<file path="src/rtl/uart_transceiver_if.sv">
// UART transceiver bundle: configuration, TX handshake, RX result and the
// two serial pins. The transceiver takes the slave side; the agent/DUT-side
// logic (or a testbench) takes the master side.
interface uart_transceiver_if #(
    parameter int DATA_WIDTH = 8,
    parameter int DIV_WIDTH  = 16
);
    logic [DIV_WIDTH-1:0]  baud_div;
    logic [1:0]            parity_mode;
    logic [DATA_WIDTH-1:0] tx_data;
    logic                  tx_valid;
    logic                  tx_ready;
    logic                  tx;
    logic                  rx;
    logic [DATA_WIDTH-1:0] rx_data;
    logic                  rx_valid;
    logic                  rx_parity_err;
    logic                  rx_frame_err;

    modport master (
        output baud_div, parity_mode, tx_data, tx_valid, rx,
        input  tx_ready, tx, rx_data, rx_valid, rx_parity_err, rx_frame_err
    );

    modport slave (
        input  baud_div, parity_mode, tx_data, tx_valid, rx,
        output tx_ready, tx, rx_data, rx_valid, rx_parity_err, rx_frame_err
    );
endinterface

</file>
<file path="src/rtl/uart_transceiver.sv">
// Full-duplex UART transceiver with run-time baud divisor.
// Optional feature macro: UART_PARITY_EN. When defined, parity generation and
// checking follow parity_mode; when undefined, frames never carry a parity bit
// and rx_parity_err stays 0.
//
// TX FSM
//   state     | meaning
//   TX_IDLE   | line high, tx_ready asserted
//   TX_START  | driving start bit (0)
//   TX_DATA   | driving data bits, LSB first
//   TX_PARITY | driving parity bit
//   TX_STOP   | driving STOP_BITS stop bits (1)
//
// RX FSM
//   state     | meaning
//   RX_IDLE   | waiting for synchronised low
//   RX_START  | waiting half a bit to confirm the start bit
//   RX_DATA   | sampling data bits at bit centres
//   RX_PARITY | sampling parity bit
//   RX_STOP   | sampling first stop bit, then publishing the word
//   RX_WAIT   | framing error seen, waiting for line to return high
module uart_transceiver #(
    parameter int DATA_WIDTH = 8,
    parameter int OVERSAMPLE = 16,
    parameter int DIV_WIDTH  = 16,
    parameter int STOP_BITS  = 1
) (
    input  logic              clk,
    input  logic              reset,
    uart_transceiver_if.slave uart_io
);
    localparam int OS_W  = $clog2(OVERSAMPLE);
    localparam int BIT_W = $clog2(DATA_WIDTH);

    localparam logic [OS_W-1:0]  OS_LAST   = OS_W'(OVERSAMPLE - 1);
    localparam logic [OS_W-1:0]  OS_HALF   = OS_W'(OVERSAMPLE / 2 - 1);
    localparam logic [BIT_W-1:0] DATA_LAST = BIT_W'(DATA_WIDTH - 1);
    localparam logic [BIT_W-1:0] STOP_LAST = BIT_W'(STOP_BITS - 1);

`ifdef UART_PARITY_EN
    localparam logic PARITY_ON = 1'b1;
`else
    localparam logic PARITY_ON = 1'b0;
`endif

    localparam logic [2:0] TX_IDLE   = 3'd0;
    localparam logic [2:0] TX_START  = 3'd1;
    localparam logic [2:0] TX_DATA   = 3'd2;
    localparam logic [2:0] TX_PARITY = 3'd3;
    localparam logic [2:0] TX_STOP   = 3'd4;

    localparam logic [2:0] RX_IDLE   = 3'd0;
    localparam logic [2:0] RX_START  = 3'd1;
    localparam logic [2:0] RX_DATA   = 3'd2;
    localparam logic [2:0] RX_PARITY = 3'd3;
    localparam logic [2:0] RX_STOP   = 3'd4;
    localparam logic [2:0] RX_WAIT   = 3'd5;

    // parity_mode 11 is treated as "no parity"
    logic par_en_in;
    logic par_odd_in;
    assign par_en_in  = PARITY_ON && ((uart_io.parity_mode == 2'b01) || (uart_io.parity_mode == 2'b10));
    assign par_odd_in = (uart_io.parity_mode == 2'b10);

    // ---------------- transmitter ----------------
    logic [2:0]            tx_state_q,   tx_state_d;
    logic [DIV_WIDTH-1:0]  tx_div_q,     tx_div_d;
    logic [DIV_WIDTH-1:0]  tx_div_cnt_q, tx_div_cnt_d;
    logic [OS_W-1:0]       tx_os_cnt_q,  tx_os_cnt_d;
    logic [BIT_W-1:0]      tx_bit_cnt_q, tx_bit_cnt_d;
    logic [DATA_WIDTH-1:0] tx_shift_q,   tx_shift_d;
    logic                  tx_par_en_q,  tx_par_en_d;
    logic                  tx_par_bit_q, tx_par_bit_d;
    logic                  tx_q,         tx_d;
    logic                  tx_tick;
    logic                  tx_bit_end;

    // TX next-state: one bit period is OVERSAMPLE ticks of the private divider
    always_comb begin
        tx_state_d   = tx_state_q;
        tx_div_d     = tx_div_q;
        tx_div_cnt_d = tx_div_cnt_q;
        tx_os_cnt_d  = tx_os_cnt_q;
        tx_bit_cnt_d = tx_bit_cnt_q;
        tx_shift_d   = tx_shift_q;
        tx_par_en_d  = tx_par_en_q;
        tx_par_bit_d = tx_par_bit_q;
        tx_d         = tx_q;
        tx_tick      = (tx_div_cnt_q == tx_div_q);
        tx_bit_end   = tx_tick && (tx_os_cnt_q == OS_LAST);

        if (tx_state_q != TX_IDLE) begin
            tx_div_cnt_d = tx_tick ? '0 : tx_div_cnt_q + DIV_WIDTH'(1);
            if (tx_tick) begin
                tx_os_cnt_d = tx_bit_end ? '0 : tx_os_cnt_q + OS_W'(1);
            end
        end

        case (tx_state_q)
            TX_IDLE: begin
                if (uart_io.tx_valid) begin
                    tx_state_d   = TX_START;
                    tx_div_d     = uart_io.baud_div;
                    tx_div_cnt_d = '0;
                    tx_os_cnt_d  = '0;
                    tx_bit_cnt_d = '0;
                    tx_shift_d   = uart_io.tx_data;
                    tx_par_en_d  = par_en_in;
                    tx_par_bit_d = (^uart_io.tx_data) ^ par_odd_in;
                    tx_d         = 1'b0;
                end
            end
            TX_START: begin
                if (tx_bit_end) begin
                    tx_state_d = TX_DATA;
                    tx_d       = tx_shift_q[0];
                    tx_shift_d = {1'b0, tx_shift_q[DATA_WIDTH-1:1]};
                end
            end
            TX_DATA: begin
                if (tx_bit_end) begin
                    if (tx_bit_cnt_q == DATA_LAST) begin
                        tx_bit_cnt_d = '0;
                        if (tx_par_en_q) begin
                            tx_state_d = TX_PARITY;
                            tx_d       = tx_par_bit_q;
                        end else begin
                            tx_state_d = TX_STOP;
                            tx_d       = 1'b1;
                        end
                    end else begin
                        tx_bit_cnt_d = tx_bit_cnt_q + BIT_W'(1);
                        tx_d         = tx_shift_q[0];
                        tx_shift_d   = {1'b0, tx_shift_q[DATA_WIDTH-1:1]};
                    end
                end
            end
            TX_PARITY: begin
                if (tx_bit_end) begin
                    tx_state_d   = TX_STOP;
                    tx_bit_cnt_d = '0;
                    tx_d         = 1'b1;
                end
            end
            TX_STOP: begin
                if (tx_bit_end) begin
                    if (tx_bit_cnt_q == STOP_LAST) begin
                        tx_state_d = TX_IDLE;
                    end else begin
                        tx_bit_cnt_d = tx_bit_cnt_q + BIT_W'(1);
                    end
                end
            end
            default: begin
                tx_state_d = TX_IDLE;
                tx_d       = 1'b1;
            end
        endcase
    end

    // TX registers; reset returns the line high immediately
    always_ff @(posedge clk or posedge reset) begin
        if (reset) begin
            tx_state_q   <= TX_IDLE;
            tx_div_q     <= '0;
            tx_div_cnt_q <= '0;
            tx_os_cnt_q  <= '0;
            tx_bit_cnt_q <= '0;
            tx_shift_q   <= '0;
            tx_par_en_q  <= 1'b0;
            tx_par_bit_q <= 1'b0;
            tx_q         <= 1'b1;
        end else begin
            tx_state_q   <= tx_state_d;
            tx_div_q     <= tx_div_d;
            tx_div_cnt_q <= tx_div_cnt_d;
            tx_os_cnt_q  <= tx_os_cnt_d;
            tx_bit_cnt_q <= tx_bit_cnt_d;
            tx_shift_q   <= tx_shift_d;
            tx_par_en_q  <= tx_par_en_d;
            tx_par_bit_q <= tx_par_bit_d;
            tx_q         <= tx_d;
        end
    end

    assign uart_io.tx       = tx_q;
    assign uart_io.tx_ready = (tx_state_q == TX_IDLE);

    // ---------------- receiver ----------------
    logic                  rx_s1_q, rx_s2_q;
    logic                  rx_sync;
    logic [2:0]            rx_state_q,     rx_state_d;
    logic [DIV_WIDTH-1:0]  rx_div_q,       rx_div_d;
    logic [DIV_WIDTH-1:0]  rx_div_cnt_q,   rx_div_cnt_d;
    logic [OS_W-1:0]       rx_os_cnt_q,    rx_os_cnt_d;
    logic [BIT_W-1:0]      rx_bit_cnt_q,   rx_bit_cnt_d;
    logic [DATA_WIDTH-1:0] rx_shift_q,     rx_shift_d;
    logic                  rx_par_en_q,    rx_par_en_d;
    logic                  rx_par_odd_q,   rx_par_odd_d;
    logic                  rx_pend_perr_q, rx_pend_perr_d;
    logic [DATA_WIDTH-1:0] rx_data_q,      rx_data_d;
    logic                  rx_valid_q,     rx_valid_d;
    logic                  rx_perr_q,      rx_perr_d;
    logic                  rx_ferr_q,      rx_ferr_d;
    logic                  rx_tick;
    logic                  rx_sample;

    // Two-flop synchroniser; idles high so reset does not look like a start bit
    always_ff @(posedge clk or posedge reset) begin
        if (reset) begin
            rx_s1_q <= 1'b1;
            rx_s2_q <= 1'b1;
        end else begin
            rx_s1_q <= uart_io.rx;
            rx_s2_q <= rx_s1_q;
        end
    end

    assign rx_sync = rx_s2_q;

    // RX next-state: first sample at half a bit, then every full bit period
    always_comb begin
        rx_state_d     = rx_state_q;
        rx_div_d       = rx_div_q;
        rx_div_cnt_d   = rx_div_cnt_q;
        rx_os_cnt_d    = rx_os_cnt_q;
        rx_bit_cnt_d   = rx_bit_cnt_q;
        rx_shift_d     = rx_shift_q;
        rx_par_en_d    = rx_par_en_q;
        rx_par_odd_d   = rx_par_odd_q;
        rx_pend_perr_d = rx_pend_perr_q;
        rx_data_d      = rx_data_q;
        rx_valid_d     = 1'b0;
        rx_perr_d      = rx_perr_q;
        rx_ferr_d      = rx_ferr_q;
        rx_tick        = (rx_div_cnt_q == rx_div_q);
        rx_sample      = rx_tick &&
                         (rx_os_cnt_q == ((rx_state_q == RX_START) ? OS_HALF : OS_LAST));

        if ((rx_state_q != RX_IDLE) && (rx_state_q != RX_WAIT)) begin
            rx_div_cnt_d = rx_tick ? '0 : rx_div_cnt_q + DIV_WIDTH'(1);
            if (rx_tick) begin
                rx_os_cnt_d = rx_sample ? '0 : rx_os_cnt_q + OS_W'(1);
            end
        end

        case (rx_state_q)
            RX_IDLE: begin
                if (!rx_sync) begin
                    rx_state_d     = RX_START;
                    rx_div_d       = uart_io.baud_div;
                    rx_div_cnt_d   = '0;
                    rx_os_cnt_d    = '0;
                    rx_bit_cnt_d   = '0;
                    rx_par_en_d    = par_en_in;
                    rx_par_odd_d   = par_odd_in;
                    rx_pend_perr_d = 1'b0;
                end
            end
            RX_START: begin
                if (rx_sample) begin
                    rx_state_d = rx_sync ? RX_IDLE : RX_DATA;
                end
            end
            RX_DATA: begin
                if (rx_sample) begin
                    rx_shift_d = {rx_sync, rx_shift_q[DATA_WIDTH-1:1]};
                    if (rx_bit_cnt_q == DATA_LAST) begin
                        rx_bit_cnt_d = '0;
                        rx_state_d   = rx_par_en_q ? RX_PARITY : RX_STOP;
                    end else begin
                        rx_bit_cnt_d = rx_bit_cnt_q + BIT_W'(1);
                    end
                end
            end
            RX_PARITY: begin
                if (rx_sample) begin
                    rx_pend_perr_d = ((^rx_shift_q) ^ rx_sync) != rx_par_odd_q;
                    rx_state_d     = RX_STOP;
                end
            end
            RX_STOP: begin
                if (rx_sample) begin
                    rx_valid_d = 1'b1;
                    rx_data_d  = rx_shift_q;
                    rx_perr_d  = PARITY_ON && rx_pend_perr_q;
                    rx_ferr_d  = !rx_sync;
                    rx_state_d = rx_sync ? RX_IDLE : RX_WAIT;
                end
            end
            RX_WAIT: begin
                if (rx_sync) begin
                    rx_state_d = RX_IDLE;
                end
            end
            default: rx_state_d = RX_IDLE;
        endcase
    end

    // RX registers; outputs only change on the rx_valid cycle
    always_ff @(posedge clk or posedge reset) begin
        if (reset) begin
            rx_state_q     <= RX_IDLE;
            rx_div_q       <= '0;
            rx_div_cnt_q   <= '0;
            rx_os_cnt_q    <= '0;
            rx_bit_cnt_q   <= '0;
            rx_shift_q     <= '0;
            rx_par_en_q    <= 1'b0;
            rx_par_odd_q   <= 1'b0;
            rx_pend_perr_q <= 1'b0;
            rx_data_q      <= '0;
            rx_valid_q     <= 1'b0;
            rx_perr_q      <= 1'b0;
            rx_ferr_q      <= 1'b0;
        end else begin
            rx_state_q     <= rx_state_d;
            rx_div_q       <= rx_div_d;
            rx_div_cnt_q   <= rx_div_cnt_d;
            rx_os_cnt_q    <= rx_os_cnt_d;
            rx_bit_cnt_q   <= rx_bit_cnt_d;
            rx_shift_q     <= rx_shift_d;
            rx_par_en_q    <= rx_par_en_d;
            rx_par_odd_q   <= rx_par_odd_d;
            rx_pend_perr_q <= rx_pend_perr_d;
            rx_data_q      <= rx_data_d;
            rx_valid_q     <= rx_valid_d;
            rx_perr_q      <= rx_perr_d;
            rx_ferr_q      <= rx_ferr_d;
        end
    end

    assign uart_io.rx_data       = rx_data_q;
    assign uart_io.rx_valid      = rx_valid_q;
    assign uart_io.rx_parity_err = PARITY_ON ? rx_perr_q : 1'b0;
    assign uart_io.rx_frame_err  = rx_ferr_q;
endmodule

</file>
<file path="src/flat_wrapper.sv">
// flat-port wrapper written by rule: the top's interface ports become plain ports
module uart_transceiver_flat 
#(
    parameter int DATA_WIDTH = 8,
    parameter int OVERSAMPLE = 16,
    parameter int DIV_WIDTH  = 16,
    parameter int STOP_BITS  = 1
)
  (clk, reset, uart_io_baud_div, uart_io_parity_mode, uart_io_tx_data, uart_io_tx_valid, uart_io_rx, uart_io_tx_ready, uart_io_tx, uart_io_rx_data, uart_io_rx_valid, uart_io_rx_parity_err, uart_io_rx_frame_err);
  uart_transceiver_if #(.DATA_WIDTH(DATA_WIDTH), .DIV_WIDTH(DIV_WIDTH)) uart_io_i ();
  input  logic clk;
  input  logic reset;
  input wire logic [$bits(uart_io_i.baud_div)-1:0] uart_io_baud_div;
  input wire logic [$bits(uart_io_i.parity_mode)-1:0] uart_io_parity_mode;
  input wire logic [$bits(uart_io_i.tx_data)-1:0] uart_io_tx_data;
  input wire logic [$bits(uart_io_i.tx_valid)-1:0] uart_io_tx_valid;
  input wire logic [$bits(uart_io_i.rx)-1:0] uart_io_rx;
  output wire logic [$bits(uart_io_i.tx_ready)-1:0] uart_io_tx_ready;
  output wire logic [$bits(uart_io_i.tx)-1:0] uart_io_tx;
  output wire logic [$bits(uart_io_i.rx_data)-1:0] uart_io_rx_data;
  output wire logic [$bits(uart_io_i.rx_valid)-1:0] uart_io_rx_valid;
  output wire logic [$bits(uart_io_i.rx_parity_err)-1:0] uart_io_rx_parity_err;
  output wire logic [$bits(uart_io_i.rx_frame_err)-1:0] uart_io_rx_frame_err;
  assign uart_io_i.baud_div = uart_io_baud_div;
  assign uart_io_i.parity_mode = uart_io_parity_mode;
  assign uart_io_i.tx_data = uart_io_tx_data;
  assign uart_io_i.tx_valid = uart_io_tx_valid;
  assign uart_io_i.rx = uart_io_rx;
  assign uart_io_tx_ready = uart_io_i.tx_ready;
  assign uart_io_tx = uart_io_i.tx;
  assign uart_io_rx_data = uart_io_i.rx_data;
  assign uart_io_rx_valid = uart_io_i.rx_valid;
  assign uart_io_rx_parity_err = uart_io_i.rx_parity_err;
  assign uart_io_rx_frame_err = uart_io_i.rx_frame_err;
  uart_transceiver #(.DATA_WIDTH(DATA_WIDTH), .OVERSAMPLE(OVERSAMPLE), .DIV_WIDTH(DIV_WIDTH), .STOP_BITS(STOP_BITS)) u_core (.clk(clk), .reset(reset), .uart_io(uart_io_i));
endmodule
</file>
<file path="config.mk">
export PLATFORM = sky130hd
export DESIGN_NAME = uart_transceiver_flat
export DESIGN_NICKNAME = d
export VERILOG_FILES = /design/src/rtl/uart_transceiver_if.sv /design/src/rtl/uart_transceiver.sv /design/src/flat_wrapper.sv
export SDC_FILE = /design/constraint.sdc
export NUM_CORES = 1
export LEC_CHECK = 0
export BUFFER_PORTS_ARGS = -buffer_cell sky130_fd_sc_hd__buf_2
export CAP_MARGIN = 20
export CORE_MARGIN = 2
export CORE_UTILIZATION = 50
export CTS_CLUSTER_SIZE = 12
export DETAILED_ROUTE_END_ITERATION = 8
export PLACE_DENSITY_LB_ADDON = 0.2
export SLEW_MARGIN = 15
export SYNTH_ARGS = -nofsm -noshare
export SYNTH_HDL_FRONTEND = slang
export SYNTH_SLANG_ARGS = --single-unit
</file>
<file path="constraint.sdc">
create_clock -name clk -period 5.1 [get_ports clk]
set_input_delay 1.02 -clock clk [delete_from_list [all_inputs] [get_ports clk]]
set_output_delay 1.02 -clock clk [all_outputs]
set_load 0.02 [all_outputs]
</file>
==> flow_summary.ini, run 1 <==
[die]
die_w_um = 113
ios = 43
dieArea_um2 = 12800
die_h_um = 113
initial_utilization_pct = 51.7
num_rows = 39
core-area_um2 = 11500

[clocking]
cts_tree = built
clockRootBuffer = clkbuf_16
ctsResizeCount = 0
cts_hold_buf = 0
cts_buffer_depth = 2
cts_max_level = 4
cts_made_buffers = 17
clock_latency_ns = 0.42
clk_pin_slew_ns = 0.06
cts_sinks = 113
post_cts_buffers = 0

[logic_synthesis]
synth_cell_types = 59
synth_seq_cells = 113
synthCells = 604
synth-async-reset-ratio_pct = 100
synth-main-ff-cell = dfrtp_1
synth_nets = 643
synthTopCellsByArea = dfrtp_1, xor2_1, mux2_2, nand2_1, nand3_1
yosys_warnings = 0
synth_area_leader_cell = dfrtp_1
synthMostInstantiatedCell = dfrtp_1
yosys-top-cells-count = dfrtp_1, nand2_1, xor2_1
avgSynthCellArea_um2 = 9.85
synth_top_area_share_pct = 46.3
synth_edf_count = 0
ys_seq_area_share_pct = 47.6
syn_area_um2 = 5950

[global_routing]
antenna_found_initial = 0
grt_max_degree = 54
grt-ovfl-total = 0
grt_pass1_wl_um = 21800
grt_pass1_vias = 4313
grt_use_total_pct = 21.7

[final_layout]
drive_above_1_share_pct = 19.5
fillers = 979
fin_cells = 794
area_growth_pct = 15.8
layout.nets = 677
diodes = 0

[sta]
setup_ws_ns = 1.66
hold_viol = 0
timing.fmax_mhz = 290
rsz0062_at_grt = no
finalCritPeriodShare_pct = 67.5
fin_crit_ns = 3.44
holdWs_ns = 0.355
fin_skew_ns = 0.00741
fin_tns_setup_ns = 0
setup-violations-final = 0
slew_viol_final = 0
slew_headroom_pct = 31.9
tightest_slew_ns = 1.02

[route]
wire_per_inst_um = 16.1
first_pass_iters = 7
post-route-drc-count = 1
drt_first_iter_violations = 379
vias_per_cell = 5.71
wl_um = 12800
ant_nets = 0
vias = 4531

[power_and_ir_drop]
irDropWorstVdd_mv = 0.203
p_leak_nw = 3.35
p_per_area_nw_per_um2 = 331
finalPower_mw = 2.28

[outcome]
violations = DRC
status = complete, but fails checks

[placed_design]
place_inst = 760
dp_slack_ns = 2.12
dp_hpwl_um = 8440
place_congestion = 0.819
portBuffers = 39

[critical_path]
path_buf_inv = 2
worstSetupStartpointType = flop
cp_max_fo = 24
critPathTopFamily = simple AND/OR/NAND/NOR gates
path_class = flop to output pin
cp-end-kind = output pin
cp_slowest_cell = or3_1
slowest_delay_ns = 0.78
crit_required_ns = 4.08
worstPathArrival_ns = 2.42
crit_chain = or3_1, inv_1, buf_2

[job]
maxCapViolations = 0

[worst_hold_path]
hold_class = flop to flop
[worst register-to-register path, stage by stage (launching register included)]
cell	delay, ns
dfrtp_1	0.46
xor2_1	0.19
nor4_1	0.43
nand4_2	0.46
nor4_4	0.73
mux2_2	0.41
[per-stage QoR]
step | area [um2] | utilization, %
5_1_grt | 6890 | 59.8
2_1_floorplan | 5950 | -
3_5_place_dp | 6240 | 54.2
3_3_place_gp | 6240 | 54.2
4_1_cts | 6860 | 59.6
6_report | 6890 | 59.8
[layer usage]
metal | part of all wire [%] | wire length (um) | GRT usage, %
met1 | 48 | 6100 | 30.3
met2 | 46 | 5910 | 31.9
met3 | 3.6 | 460 | 5.62
met4 | 2.2 | 281 | 9.92
met5 | 0 | 0 | 0
[registers in the layout, indices dropped and copies added, names as in the netlist]
signal                       flops
u_core.tx_div_cnt_q             16
u_core.uart_io.tx                1
u_core.tx_state_q                3
u_core.tx_shift_q                8
u_core.uart_io.rx_valid          1
u_core.rx_shift_q                8
u_core.uart_io.rx_frame_err      1
u_core.rx_div_q                 16
u_core.rx_s1_q                   1
u_core.rx_bit_cnt_q              3
u_core.tx_div_q                 16
u_core.tx_bit_cnt_q              3
u_core.rx_s2_q                   1
u_core.uart_io.rx_data           8
u_core.rx_os_cnt_q               4
u_core.rx_div_cnt_q             16
u_core.rx_state_q                3
u_core.tx_os_cnt_q               4
[placed cells by master (no fill, tap or decap), drive strengths merged, types with 6 or more instances in the layout]
cell    synthesis  routed
o31ai           6       6
nand3          45      45
nor4           14      14
dfrtp         110     110
o211a           6       6
nand2b          7       7
inv            14      14
xor2           47      47
nand2          95      95
buf             9      48
nor2           32      32
clkbuf         24      21
ha              9       9
o21ai          15      15
mux2           34      34
or3            10      10
a21oi          15      15
mux2i          16      16
and3            8       8
nor3           10      10
nand4           8       8
[final cells by class]
class	count	area, um2	area share [%]
multi-input cells	444	2930	42.5
flip-flops and latches	113	2830	41.1
clock buffers	21	460	6.69
repair buffers	48	270	3.93
well taps	143	179	2.60
clock inverters	11	160	2.33
inverters	14	55.1	0.800
[where the power goes]
part	switching, mW	internal, mW	total (mW)
logic	0.0468	0.0314	0.0782
registers	0.0307	0.920	0.951
clock network	0.416	0.837	1.25
total	0.494	1.79	2.28
[cell families (layout without fill, tap and decap cells)]
family / after synthesis / after routing / synth area share, %
AND/OR/NAND/NOR: 256 / 256 / 21.5
flip-flops: 113 / 113 / 47.6
AO/OA/AOI/OAI: 78 / 78 / 9.26
XOR/XNOR: 50 / 50 / 7.36
multiplexers: 50 / 50 / 9.13
buffers and inverters: 47 / 94 / 3.16
adder cells (fa/ha/maj): 9 / 9 / 1.89
other: 1 / 1 / 0.0630
[path summary, 6_finish.rpt]
kind	start	to	slack [ns]	cells past startpoint
worst max-delay path	u_core.tx_state_q[0]	uart_io_tx_ready	1.66	3
worst min-delay path	u_core.rx_s1_q	u_core.rx_s2_q	0.36	0
worst max register to register	u_core.rx_div_cnt_q[2]	u_core.uart_io.rx_data[3]	2.31	5
worst min register to register	u_core.rx_s1_q	u_core.rx_s2_q	0.36	0
max in group asynchronous	reset	u_core.rx_os_cnt_q[3]	3.65	3
min in group asynchronous	reset	u_core.tx_div_q[13]	0.54	2
Note: power is estimated with default switching activity, not from simulation.
==> inputs of run 2 (changes only) <==
Settings changed: ABC_AREA set to 1.
Clock period 5.1 ns to 3.6 ns, I/O delays scaled along.
==> run 2 against run 1 <==
Net effect:
- critical endpoint unchanged
- largest cell class is now sequential cells
- the flow now finishes without violations
- register-to-register slack got worse by 0.85 ns
- largest power group unchanged
- clock power rose by 45%
- synthesized cell count rose by 27%
==> flow_summary.ini, run 2 <==
[outcome]
status = complete, no violations

[final_layout]
fin_util_pct = 60.0
final_common_cell = nand2_1
multi_input_area_um2 = 2660
diodes = 0
fillers = 1000
drive_above_1_share_pct = 15.0
layout.nets = 852
final_cell_mix = nand2_1, dfrtp_1, inv_1, nor2_1, o21ai_0
area_growth_pct = 16.1
seqCellArea_um2 = 2830

[logic_synthesis]
synthCells = 768
synth_seq_cells = 113
syn_area_um2 = 5980
synthMostInstantiatedCell = nand2_1
yosys_warnings = 0
synthTopCellsByArea = dfrtp_1, nand2_1, inv_1, o21ai_0, nor2_1
yosys-top-cells-count = nand2_1, dfrtp_1, inv_1
synth_cell_types = 38
synth-async-reset-ratio_pct = 100
ys_seq_area_share_pct = 47.4
synth_area_leader_cell = dfrtp_1
avgSynthCellArea_um2 = 7.78
synth-main-ff-cell = dfrtp_1
synth_edf_count = 0
synth_nets = 807
synth_top_area_share_pct = 46.0

[global_routing]
grt_max_degree = 114
grt-ovfl-total = 0
grt_use_total_pct = 21.4
grt_pass1_vias = 4903
grt_pass1_wl_um = 22100
antenna_found_initial = 0

[route]
vias_per_cell = 5.10
first_pass_iters = 5
vias = 4942
post-route-drc-count = 0
wire_per_inst_um = 12.9
drt_first_iter_violations = 325
wl_um = 12500
ant_nets = 0

[sta]
setup-violations-final = 0
fin_skew_ns = 0.00688
rsz0062_at_grt = no
fin_tns_setup_ns = 0
slew_headroom_pct = 30.1
slew_viol_final = 0
finalCritPeriodShare_pct = 61.2
timing.fmax_mhz = 454
fin_crit_ns = 2.20
tightest_slew_ns = 1.05
hold_viol = 0
setup_ws_ns = 1.40

[placed_design]
portBuffers = 39
dp_hpwl_um = 8470
place_congestion = 0.823
dp_slack_ns = 1.47

[critical_path]
cp-end-kind = output pin
rr_worst_depth = 11
path_class = flop to output pin
crit_required_ns = 2.88
worstSetupStartpointType = flop
cp_max_fo = 5
worstPathArrival_ns = 1.48

[power_and_ir_drop]
irDropWorstVdd_mv = 0.532
p_per_area_nw_per_um2 = 664
p_leak_nw = 3.62

[worst_hold_path]
hold_depth = 0
hold_class = flop to flop

[die]
core-area_um2 = 11600
initial_utilization_pct = 51.7
dieArea_um2 = 12800
die_w_um = 113
ios = 43
die_h_um = 113
num_rows = 39

[clocking]
ctsResizeCount = 0
cts_max_level = 4
clock_latency_ns = 0.41
cts_hold_buf = 0
cts_made_buffers = 17
cts_sinks = 113
post_cts_buffers = 0
clockRootBuffer = clkbuf_16
cts_tree = built
clk_pin_slew_ns = 0.05
cts_buffer_depth = 2

[job]
maxCapViolations = 0
[run 2: changes by cell type after synthesis, moves of 16 or more]
cell      delta
nand2_1    +140
nor2_1      +37
xor2_1      -22
inv_1       +85
clkbuf_1    -17
mux2_2      -27
mux2i_1     -16
o21ai_0     +40
[run 2: power breakdown]
| part | switching (mW) | leakage, nW | total (mW) | internal [mW] |
|---|---|---|---|---|
| Clock | 0.585 | 0.312 | 1.81 | 1.23 |
| Combinational | 0.730 | 1.84 | 1.13 | 0.397 |
| Sequential | 0.182 | 1.47 | 1.67 | 1.49 |
[run 2: worst max-delay path, stage by stage, from the launching register on]
cell     delay [ns]
dfrtp_1        0.40
nor2_1         0.16
inv_1          0.09
nor2_2         0.21
buf_2          0.21
[run 2: logic make-up after synthesis]
group	after synthesis	synth area share (%)
flip-flops	113	47.4
AND/OR/NAND/NOR	385	27.4
buffers and inverters	124	8.20
multiplexers	7	1.32
adder cells (fa/ha/maj)	9	1.88
XOR/XNOR	28	4.10
other	1	0.0627
AO/OA/AOI/OAI	101	9.65
[run 2: final timing paths]
kind	end	startpoint	slack [ns]
max	uart_io_tx_ready	u_core.tx_state_q[0]	1.40
min	u_core.rx_s2_q	u_core.rx_s1_q	0.36
max reg2reg	u_core.tx_div_cnt_q[14]	u_core.tx_div_cnt_q[4]	1.46
min reg2reg	u_core.rx_s2_q	u_core.rx_s1_q	0.36
max in group asynchronous	u_core.rx_os_cnt_q[1]	reset	2.67
min in group asynchronous	u_core.tx_div_cnt_q[4]	reset	0.45
[run 2: area by class of cell]
type,instances,area share (%)
Clock buffer,22,6.98
Clock inverter,10,2.24
Inverter,109,5.95
Multi-Input combinational cell,531,38.3
Sequential cell,113,40.8
Tap cell,143,2.58
Timing Repair Buffer,41,3.21
[run 2: layer usage]
metal / share of wire [%] / wire length (um) / vias to the layer above / global-route usage (%)
li1: - / - / 2510 / -
met1: 46 / 5800 / 2331 / 26.5
met2: 49 / 6080 / 79 / 35.4
met3: 3.4 / 430 / 22 / 6.05
met4: 1.6 / 203 / 0 / 8.54
met5: 0 / 0 / - / 0
[run 2: metrics by stage]
| step | hold WS, ns | instances | total power [mW] | area, um2 |
|---|---|---|---|---|
| finish | 0.358 | 969 | 4.61 | 6940 |
| global route | 0.364 | 969 | 4.91 | 6940 |
| CTS | 0.360 | 969 | 4.65 | 6940 |
| detailed placement | 0.348 | 937 | 2.82 | 6300 |
| global placement | 0.350 | 937 | 2.77 | 6300 |
| floorplan | 0.345 | 768 | 2.55 | 5980 |
